==> config.mk <==
export PLATFORM = sky130hd
export DESIGN_NAME = nios2_oci_trace_capture
export DESIGN_NICKNAME = d
export VERILOG_FILES = /design/src/rtl/nios2_oci_trace_capture.sv
export SDC_FILE = /design/constraint.sdc
export NUM_CORES = 1
export LEC_CHECK = 0
export ABC_AREA = 1
export BUFFER_PORTS_ARGS = -buffer_cell sky130_fd_sc_hd__buf_2
export CORE_AREA = 2 2 217 219
export DETAILED_ROUTE_END_ITERATION = 16
export DIE_AREA = 0 0 219 221
export PLACE_DENSITY = 0.75
export SLEW_MARGIN = 15
export SYNTH_ARGS = -nofsm -noshare
export SYNTH_HDL_FRONTEND = slang
export SYNTH_SLANG_ARGS = --single-unit
==> constraint.sdc <==
create_clock -name clk -period 5.1 [get_ports clk]
set_input_delay 1.02 -clock clk [delete_from_list [all_inputs] [get_ports clk]]
set_output_delay 1.02 -clock clk [all_outputs]
set_load 0.02 [all_outputs]
==> src/rtl/nios2_oci_trace_capture.sv <==
// OCI debug-trace capture buffer: records trace words, freezes on test end, drains oldest-first.
// Optional saturating lost-word counter enabled by OCI_TRACE_OVF_COUNT_EN.
module nios2_oci_trace_capture #(
    parameter int DATA_W    = 30,
    parameter int COUNT_W   = 4,
    parameter int DEPTH     = 16,
    parameter int WRAP_MODE = 1
) (
    input  logic                        clk,
    input  logic                        reset_n,
    input  logic                        capture_en,
    input  logic [DATA_W-1:0]           dct_buffer,
    input  logic [COUNT_W-1:0]          dct_count,
    input  logic                        dct_valid,
    input  logic                        test_ending,
    input  logic                        test_has_ended,
    input  logic                        rd_req,
    output logic [COUNT_W+DATA_W-1:0]   rd_data,
    output logic                        rd_valid,
    output logic                        rd_empty,
    output logic [$clog2(DEPTH):0]      occupancy,
    output logic                        overflow,
    output logic [1:0]                  state_o,
    output logic                        done
`ifdef OCI_TRACE_OVF_COUNT_EN
    ,
    output logic [15:0]                 ovf_count
`endif
);

    localparam int AW = $clog2(DEPTH);
    localparam int EW = COUNT_W + DATA_W;
    localparam logic [AW:0] L_FULL = (AW+1)'(DEPTH);

    typedef enum logic [1:0] {
        S_IDLE  = 2'b00,
        S_CAP   = 2'b01,
        S_DRAIN = 2'b10,
        S_DONE  = 2'b11
    } state_t;

    state_t          r_state;
    state_t          w_state_nxt;
    logic [AW-1:0]   r_wr_ptr;
    logic [AW-1:0]   r_rd_ptr;
    logic [AW:0]     r_occ;
    logic [EW-1:0]   r_mem [DEPTH];
    logic [EW-1:0]   r_rd_data;
    logic            r_rd_valid;
    logic            w_wr;
    logic            w_full;
    logic            w_lost;
    logic            w_store;
    logic            w_rd;

    assign w_full  = (r_occ == L_FULL);
    assign w_wr    = (r_state == S_CAP) && dct_valid && (dct_count != '0);
    assign w_lost  = w_wr && w_full;
    // In wrap mode a full buffer still stores, evicting the oldest entry.
    assign w_store = w_wr && (!w_full || (WRAP_MODE != 0));
    assign w_rd    = (r_state == S_DRAIN) && rd_req && (r_occ != '0);

    always_comb begin
        w_state_nxt = r_state;
        unique case (r_state)
            S_IDLE:  if (capture_en && !test_ending) w_state_nxt = S_CAP;
            S_CAP:   if (test_ending || test_has_ended) w_state_nxt = S_DRAIN;
            S_DRAIN: if (test_has_ended && (r_occ == '0)) w_state_nxt = S_DONE;
            S_DONE:  w_state_nxt = S_DONE;
            default: w_state_nxt = S_IDLE;
        endcase
    end

    always_ff @(posedge clk) begin
        if (!reset_n) begin
            r_state    <= S_IDLE;
            r_wr_ptr   <= '0;
            r_rd_ptr   <= '0;
            r_occ      <= '0;
            r_rd_data  <= '0;
            r_rd_valid <= 1'b0;
        end else begin
            r_state    <= w_state_nxt;
            r_rd_valid <= w_rd;
            if (w_store) r_wr_ptr <= r_wr_ptr + 1'b1;
            if (w_rd) r_rd_data <= r_mem[r_rd_ptr];
            if (w_rd || (w_store && w_full)) r_rd_ptr <= r_rd_ptr + 1'b1;
            if (w_store && !w_full) r_occ <= r_occ + 1'b1;
            else if (w_rd) r_occ <= r_occ - 1'b1;
        end
    end

    always_ff @(posedge clk) begin
        if (reset_n && w_store) r_mem[r_wr_ptr] <= {dct_count, dct_buffer};
    end

`ifdef OCI_TRACE_OVF_COUNT_EN
    logic [15:0] r_ovf_cnt;

    always_ff @(posedge clk) begin
        if (!reset_n) r_ovf_cnt <= '0;
        else if (w_lost && (r_ovf_cnt != 16'hFFFF)) r_ovf_cnt <= r_ovf_cnt + 16'd1;
    end

    assign ovf_count = r_ovf_cnt;
    assign overflow  = (r_ovf_cnt != 16'd0);
`else
    logic r_overflow;

    always_ff @(posedge clk) begin
        if (!reset_n) r_overflow <= 1'b0;
        else if (w_lost) r_overflow <= 1'b1;
    end

    assign overflow = r_overflow;
`endif

    assign rd_data   = r_rd_data;
    assign rd_valid  = r_rd_valid;
    assign rd_empty  = (r_occ == '0);
    assign occupancy = r_occ;
    assign state_o   = r_state;
    assign done      = (r_state == S_DONE);

endmodule

==> summary.md <==
| Metric | Value |
|---|---|
| Top Ports | `86` |
| Ys Warns | `0` |
| Int Pwr | `between 8 and 9 mW` |
| Vias in the first global route | `roughly 17000` |
| Most numerous cell in the Yosys netlist | `nand2_1` |
| Mapped cell area | `between 0.02 and 0.03 mm2` |
| Area contributors post-synth | `edfxtp_1 64%, nand2_1 13%, nand3_1 7.2%, inv_1 4.7%, dfxtp_1 4.0%` |
| Least-Margin Pin Slew | `1.21 ns` |
| DR vias | `17300` |
| Iter 0 DRT Violations | `2115` |
| Setup_tns | `0 ns` |
| Wire per inst | `a little under 20 um` |
| CTS buffer count | `56` |
| Flop pwr share | `between 50% and 60%` |
| Switching power | `~2.4 mW` |
| Std-Cell Rows | `79` |
| Top FF cell, synth | `edfxtp_1` |
| IO Port Bufs | `85` |
| Routability cong. | `between 0.8 and 0.9` |
| Final core occ | `61.3%` |
| Hold path startpoint | `overflow$_SDFFE_PN0P_` |
| CTS Hold Buffers Added | `0` |
| CP Launch Type | `flip-flop` |
| Largest net degree at the start of global routing | `~170` |
| Mapped Nets | `between 2000 and 3000` |
| Count of different cell masters after synthesis | `32` |
| Clk pwr share | `between 40% and 50%` |
| Worst r2r src | `r_rd_ptr[0]$_SDFFE_PN0P_` |
| Die ar. | `0.0484 mm2` |
| Gates resized, CTS repair | `0` |
| Die H | `between 200 and 250 um` |
| Total Routing Usage GR | `around a quarter` |
| Number of max-cap violations | `0` |
| First-pass GRT wire length | `94000 um` |
| Sw frac | `a little under a quarter` |
| Worst Path Required | `approximately 5.6 ns` |
| Core area | `roughly 0.046 mm2` |
| Mean Syn Cell Area | `approximately 10 um2` |
| Clk sinks | `595` |
| Setup Slack @ Placement | `about 1.6 ns` |
| Clk_lat worst skew | `between 0.6 and 0.7 ns` |
| CP Capture Type | `flip-flop` |
| Initial antenna violation count | `2` |
| P per Cell Area | `roughly 370 mW/mm2` |
| Critical Path Start | `r_rd_ptr[0]$_SDFFE_PN0P_` |
| Antenna Cells | `0` |
| Crit Path Class | `flip-flop to flip-flop` |
| WP data arrival | `between 3 and 4 ns` |
| CTS tree | `built` |
| Synth top area share | `approximately 64%` |
| Post-CTS Setup Repair Bufs | `0` |
| Post-detailed-placement half-perimeter wirelength | `34600 um` |
| Total global routing overflow | `0` |
| Outcome | `finished, final reports clean` |
| Final worst-path setup slack | `approximately 1.9 ns` |
| Yosys top cell by area | `edfxtp_1` |
| Period utilization | `a little over three fifths` |
| Peak VDD IR | `between 300 and 400 uV` |
| WL final | `between 60000 and 70000 um` |
| # DRC | `0` |
| H-tree levels | `2` |
| Ys async rst share | `0%` |
| Share of cells above drive strength 1 | `10.2%` |
| Seq/Total Area, Yosys | `approximately 70%` |
| Starting Density | `between 50% and 60%` |
| Die width | `between 200 and 250 um` |
| Combinational Power Share | `about 7%` |
| Worst Hold Class | `flip-flop to flip-flop` |
| Final #Nets | `around 2600` |
| Drt first pass iters | `7` |
| Final worst path period need | `3.19 ns` |
| Worst-path clk slew | `0.06 ns` |
| Area grow syn2layout | `10.6%` |
| Detail Route Antenna Nets | `0` |
| Yosys reg bits | `around 600` |
| RSZ-0062 raised after global routing | `no` |
| Post-Synthesis Cells | `roughly 2500` |
| Slew Limit Headroom | `19.2%` |
| Max Slew Vio Count | `0` |
| Fmax | `approximately 310 MHz` |
| Static Leak | `11.7 nW` |
| CTS Root Cell | `clkbuf_16` |
| Setup violators final | `0` |
| Worst-path maximum fanout | `71` |
| Via density | `5.49` |
| Fin. Hold Viols | `0` |
| Post-synth EDFFs | `approximately 540` |
| Clock Skews | `between 0.03 and 0.04 ns` |
| Worst-case clock buffer depth | `3` |
| Synth cell count leaders | `876 x nand2_1, 544 x edfxtp_1, 369 x nand3_1, 319 x inv_1, 98 x nor2_1` |
[kinds of logic (layout without fill, tap and decap cells)]
family / after synthesis / in the layout / synth area share [%]
xor gates and xnor gates: 4 / 4 / 0.137
and+or+nand+nor: 1377 / 1377 / 22.8
buffers and inverters: 454 / 543 / 8.06
AOI/OAI and AO/OA: 22 / 22 / 0.441
DFF: 595 / 595 / 68.0
adders and majority gates: 10 / 10 / 0.520
[routing by layer]
| metal | vias to the layer above | global-route usage, % | wire length (um) |
|---|---|---|---|
| li1 | 8062 | - | - |
| met1 | 8204 | 35.7 | 24500 |
| met2 | 941 | 39.7 | 28500 |
| met3 | 137 | 4.85 | 6460 |
| met4 | 0 | 9.20 | 1870 |
| met5 | - | 0 | 0 |
[layout by cell type (no fill, tap or decap), drive strengths merged, types with 7 or more instances in the layout]
cell	instances
ha	9
nor2	101
a21oi	16
inv	330
dfxtp	51
nand2	882
edfxtp	544
buf	107
clkbuf	70
clkinv	24
nand3	389
bufinv	7
[critical path, cell delays in order, from the launching register on]
cell and delay [ns]:
dfxtp_4 0.76, buf_4 0.68, buf_4 0.71, nand2_1 0.15
nand3_1 0.12, nand3_1 0.10, nand3_1 0.22, nand3_2 0.10
nand2_1 0.10, inv_1 0.05
[layout make-up]
class | count | area [um2]
fillers | 3565 | 17800
clock buffers | 70 | 1520
clock inverters | 36 | 373
well taps | 607 | 759
inverters | 330 | 1250
flip-flops and latches | 595 | 17400
multi-input cells | 1413 | 6230
repair buffers | 107 | 733
[final timing paths]
kind | end | slack, ns | cells past startpoint
worst max register to register | rd_data[21]$_SDFFE_PN0P_ | 1.91 | 9
worst min register to register | overflow$_SDFFE_PN0P_ | 0.47 | 2
worst min-delay path | overflow$_SDFFE_PN0P_ | 0.47 | 2
worst max-delay path | rd_data[21]$_SDFFE_PN0P_ | 1.91 | 9
[metrics by stage]
stage / instance area [um2] / power, mW / cells / hold WS (ns)
2_1_floorplan: 25500 / 6.03 / 2462 / 0.495
3_3_place_gp: 26200 / 6.23 / 3044 / 0.449
3_5_place_dp: 26200 / 6.26 / 3044 / 0.454
4_1_cts: 28000 / 10.5 / 3150 / 0.464
5_1_grt: 28200 / 10.7 / 3158 / 0.498
6_report: 28200 / 10.4 / 3158 / 0.465
[registers in the layout, summed over array words and instances (netlist names)]
name and count:
occupancy 5, overflow 1, r_mem 544, r_rd_ptr 4, r_wr_ptr 4, rd_data 34
rd_valid 1, state_o 2
[power groups by stage]
stage | logic (mW) | clock network [mW] | registers [mW]
global placement | 0.720 | 0 | 5.51
global route | 0.829 | 4.49 | 5.41
floorplan | 0.491 | 0 | 5.53
CTS | 0.749 | 4.31 | 5.41
detailed placement | 0.745 | 0 | 5.51
finish | 0.753 | 4.28 | 5.41
Power figures use the tool's default switching activity.
